$ cat config.mk
export PLATFORM = sky130hd
export DESIGN_NAME = nibble_serial_adder_ctrl
export DESIGN_NICKNAME = d
export VERILOG_FILES = /design/src/rtl/nibble_serial_adder_ctrl.sv
export SDC_FILE = /design/constraint.sdc
export NUM_CORES = 1
export LEC_CHECK = 0
export BUFFER_PORTS_ARGS = -buffer_cell sky130_fd_sc_hd__buf_2
export CAP_MARGIN = 20
export CORE_MARGIN = 2
export CORE_UTILIZATION = 52
export CTS_CLUSTER_SIZE = 8
export DETAILED_ROUTE_END_ITERATION = 7
export PLACE_DENSITY = 0.86
export SLEW_MARGIN = 20
export SYNTH_ARGS = -nofsm -noshare
export SYNTH_HDL_FRONTEND = slang
export SYNTH_SLANG_ARGS = --single-unit
$ cat constraint.sdc
create_clock -name clk -period 2.35 [get_ports clk]
set_input_delay 0.3525 -clock clk [delete_from_list [all_inputs] [get_ports clk]]
set_output_delay 0.3525 -clock clk [all_outputs]
set_load 0.02 [all_outputs]
$ cat src/rtl/nibble_serial_adder_ctrl.sv
// nibble_serial_adder_ctrl
// Performs a 4*NIBBLES-bit addition by stepping an external combinational
// 4-bit ripple adder across the operands one nibble per clock, LSB first.
// The carry between nibbles is registered. start/busy/done handshake.
module nibble_serial_adder_ctrl #(
    parameter int NIBBLES = 4
) (
    input  logic                   clk,
    input  logic                   rst,
    input  logic                   start,
    input  logic [4*NIBBLES-1:0]   a,
    input  logic [4*NIBBLES-1:0]   b,
    input  logic                   cin,
    output logic                   busy,
    output logic                   done,
    output logic [4*NIBBLES-1:0]   result,
    output logic                   cout,
    output logic                   overflow,
    output logic [3:0]             add_e,
    output logic [3:0]             add_f,
    output logic                   add_cin,
    input  logic [3:0]             add_sum,
    input  logic                   add_cout
);

    localparam int W = 4 * NIBBLES;
    // One spare code point so an out-of-range idx is representable and detectable
    localparam int IDX_W = $clog2(NIBBLES + 1);
    localparam logic [IDX_W-1:0] LAST = IDX_W'(NIBBLES - 1);

    typedef enum logic [1:0] {
        IDLE = 2'd0,
        RUN  = 2'd1,
        DONE = 2'd2
    } state_t;

    state_t           state;
    state_t           next_state;
    logic [IDX_W-1:0] idx;
    logic [W-1:0]     a_r;
    logic [W-1:0]     b_r;
    logic             carry_r;
    logic             idx_valid;

    assign idx_valid = (idx <= LAST);
    assign busy      = (state == RUN);
    assign done      = (state == DONE);

    // State register; reset wins in every state
    always_ff @(posedge clk) begin
        if (rst) begin
            state <= IDLE;
        end else begin
            state <= next_state;
        end
    end

    // Next-state decode and the nibble mux feeding the shared adder
    always_comb begin
        next_state = state;
        add_e      = 4'd0;
        add_f      = 4'd0;
        add_cin    = 1'b0;
        case (state)
            IDLE: begin
                if (start) begin
                    next_state = RUN;
                end
            end
            RUN: begin
                if (idx_valid) begin
                    add_e   = a_r[4*idx +: 4];
                    add_f   = b_r[4*idx +: 4];
                    add_cin = carry_r;
                    if (idx == LAST) begin
                        next_state = DONE;
                    end
                end else begin
                    next_state = IDLE;
                end
            end
            DONE: begin
                next_state = IDLE;
            end
            default: begin
                next_state = IDLE;
            end
        endcase
    end

    // Operand capture, per-nibble sum write-back, carry chain and final flags
    always_ff @(posedge clk) begin
        if (rst) begin
            idx      <= '0;
            a_r      <= '0;
            b_r      <= '0;
            carry_r  <= 1'b0;
            result   <= '0;
            cout     <= 1'b0;
            overflow <= 1'b0;
        end else begin
            case (state)
                IDLE: begin
                    if (start) begin
                        a_r      <= a;
                        b_r      <= b;
                        carry_r  <= cin;
                        idx      <= '0;
                        result   <= '0;
                        cout     <= 1'b0;
                        overflow <= 1'b0;
                    end
                end
                RUN: begin
                    if (idx_valid) begin
                        result[4*idx +: 4] <= add_sum;
                        carry_r            <= add_cout;
                        if (idx == LAST) begin
                            cout     <= add_cout;
                            overflow <= (a_r[W-1] == b_r[W-1]) && (add_sum[3] != a_r[W-1]);
                            idx      <= '0;
                        end else begin
                            idx <= idx + 1'b1;
                        end
                    end else begin
                        idx <= '0;
                    end
                end
                DONE: begin
                    idx <= '0;
                end
                default: begin
                    idx <= '0;
                end
            endcase
        end
    end

endmodule

==> metrics.yaml <==
power_frac_clock_pct: 33.1
synth_fa_ha_area_share_pct: 2.44
cp-end-kind: "output pin"
finalSetupTns_ps: 0
area_growth_pct: 21.0
path_clk_slew_ps: 100
max_freq_mhz: 444
peakVddDrop_mv: 0.529
dieArea_sq_um: 5510
powerDensity_nw_per_um2: 640
synth_top_cells_by_count: "nand2_1 (80), dfxtp_1 (56), a21oi_1 (43)"
utilization_pct: 65.3
grt_pass1_vias: 2073
rsz0062_at_grt: "false"
switching_power_mw: 0.520
clock_path_buffers: 2
cts_tree: "done"
ys_seq_elements: 56
synthArstFlopShare_pct: 0
p_int_mw: 1.47
drtIter0Drc: 127
fin_skew_ps: 12.4
syn_inst: 305
dp_hpwl_microns: 4290
drcViolationCount: 0
diodes: 0
post_drt_wl_per_cell_microns: 13.3
yosysMostFrequentCell: "nand2_1"
synth_top_family_by_area: "simple AND/OR/NAND/NOR gates"
r2r_slack_ps: 180
die_h_microns: 74.3
grt_max_degree: 36
synthMuxAreaShare_pct: 9.07
startpoint_type: "flip-flop"
period_share_pct: 95.8
synth_warnings: 0
leakage_nw: 1.30
fin_nets: 416
synth.avg_cell_area_sq_um: 8.41
grt_pass1_wl_microns: 9300
finalHoldViolCount: 0
p_seq_share_pct: 51.2
synth_area_leaders: "dfxtp_1 (44%), nand2_1 (12%), a21oi_1 (8.4%)"
grt_overflow: 0
yosys.area.top_type: "dfxtp_1"
io_buffers: 69
synth-compound-area-share_pct: 14.8
routabilityCongestion: 0.839
min_period_ps: 2250
numCtsBuffers: 5
row_count: 25
antenna_found_initial: 0
finalMaxSlewViolations: 0
grtUsageTotal_pct: 21.9
synth_cell_type_count: 37
drive_above_1_share_pct: 25.9
die_w_microns: 74.3
clockRootBuffer: "clkbuf_8"
swShare_pct: 26.2
firstDrtPassIters: 5
crit_required_ps: 2000
arrival_ps: 1900
relSlewSlack_pct: 57.6
yosysSeqAreaShare_pct: 43.7
h-tree-depth: 2
crit_fanout: 11
start_util_pct: 54.0
io_pins: 70
numClockSinks: 56
setup_viol: 0
worst-slew-pin-transition_ps: 635
core_area_sq_um: 4750
synth_edf_count: 0
synth_top_area_share_pct: 43.7
hold_buffers: 0
yosys.area_share.simple_pct: 25.8
clk_latency_ps: 320
syn_area_sq_um: 2570
max_cap_viol_count: 0
ant_nets: 0
ys.flop_type: "dfxtp_1"
synth_fp_nets: 351
min-delay-path-class: "input pin to flip-flop"
drt-vias-per-instance: 5.24
crit_type: "flip-flop to output pin"
pwr-share-comb_pct: 15.7
status: "complete, no violations"
routed_wl_microns: 5810
synthXorXnorAreaFrac_pct: 0
vias: 2293
[cell type report]
class	count	area [sq um]
Clock buffer	6	82.6
Clock inverter	2	38.8
Fill cell	429	1650
Inverter	6	22.5
Multi-Input combinational cell	224	1350
Sequential cell	56	1120
Tap cell	67	83.8
Timing Repair Buffer	77	405
[critical path: stages, from the launching register on]
cell and delay, ps:
dfxtp_1 490, ha_1 210, and3b_1 250, nor2_4 270, and2_1 200, buf_2 170
[timing repair]
| item | CTS | global route |
|---|---|---|
| resized for setup | 2 | 0 |
| setup endpoints to repair | 9 | 0 |
| buffers inserted | 0 | 0 |
[path summary, 6_finish.rpt]
kind              startpoint   endpoint  cells after the start
hold reg to reg       a_r[8]     a_r[8]                      2
setup reg to reg      idx[0]  result[0]                      6
setup / recovery      idx[0]    add_cin                      5
hold / removal         b[14]    b_r[14]                      3
[per-layer routing]
layer,routed length [microns],vias up,GRT usage (%)
met1,2530,1038,27.9
met4,74,0,6.35
li1,-,1168,-
met3,407,7,5.83
met2,2800,80,36.8
met5,0,-,0
[kinds of logic (layout without fill, tap and decap cells)]
family	Yosys count	count (layout)
adders and majority gates	5	5
and+or+nand+nor	132	132
DFF	56	56
AOI/OAI and AO/OA	65	65
muxes	22	22
buffers and inverters	25	91
[cell usage in the layout (no fill, tap or decap), types with 2 or more instances in the layout]
| cell type | synthesis | routed |
|---|---|---|
| nand3b_1 | 2 | 2 |
| nand3_1 | 9 | 9 |
| nor3b_1 | 3 | 2 |
| o21ai_0 | 5 | 5 |
| nor2_1 | 6 | 5 |
| nor2_8 | 2 | 2 |
| and2_1 | 9 | 9 |
| a22o_1 | 4 | 4 |
| nor3_1 | 3 | 3 |
| nand2b_1 | 9 | 9 |
| nor4_1 | 2 | 2 |
| nand2_1 | 80 | 80 |
| clkbuf_8 | 0 | 6 |
| buf_2 | 4 | 69 |
| inv_1 | 5 | 5 |
| a21oi_1 | 43 | 43 |
| ha_1 | 5 | 5 |
| dfxtp_1 | 56 | 56 |
| buf_4 | 0 | 8 |
| o22ai_1 | 7 | 7 |
| mux2i_1 | 21 | 21 |
[through the flow]
stage | hold WS (ps) | cells | power [mW] | worst slack (ps) | cell area (sq um)
after floorplan | 433 | 305 | 1.25 | 290 | 2570
after global placement | 442 | 430 | 1.34 | 231 | 2980
after detailed placement | 446 | 430 | 1.35 | 170 | 2980
after CTS | 258 | 438 | 1.99 | 99.1 | 3100
after global routing | 265 | 438 | 2.07 | 2.38 | 3100
final | 258 | 438 | 1.99 | 99.6 | 3100
[power by group through the flow]
stage / logic (mW) / registers (mW) / clock network [mW]
after floorplan: 0.217 / 1.03 / 0
after global placement: 0.299 / 1.04 / 0
after detailed placement: 0.308 / 1.04 / 0
after CTS: 0.311 / 1.02 / 0.663
after global routing: 0.342 / 1.02 / 0.701
final: 0.311 / 1.02 / 0.657
[sequential cells by signal, summed over array words and instances, names as in the netlist]
name	cells
idx	3
overflow	1
cout	1
b_r	16
carry_r	1
state	2
a_r	16
result	16
(Power assumes the default switching activity.)
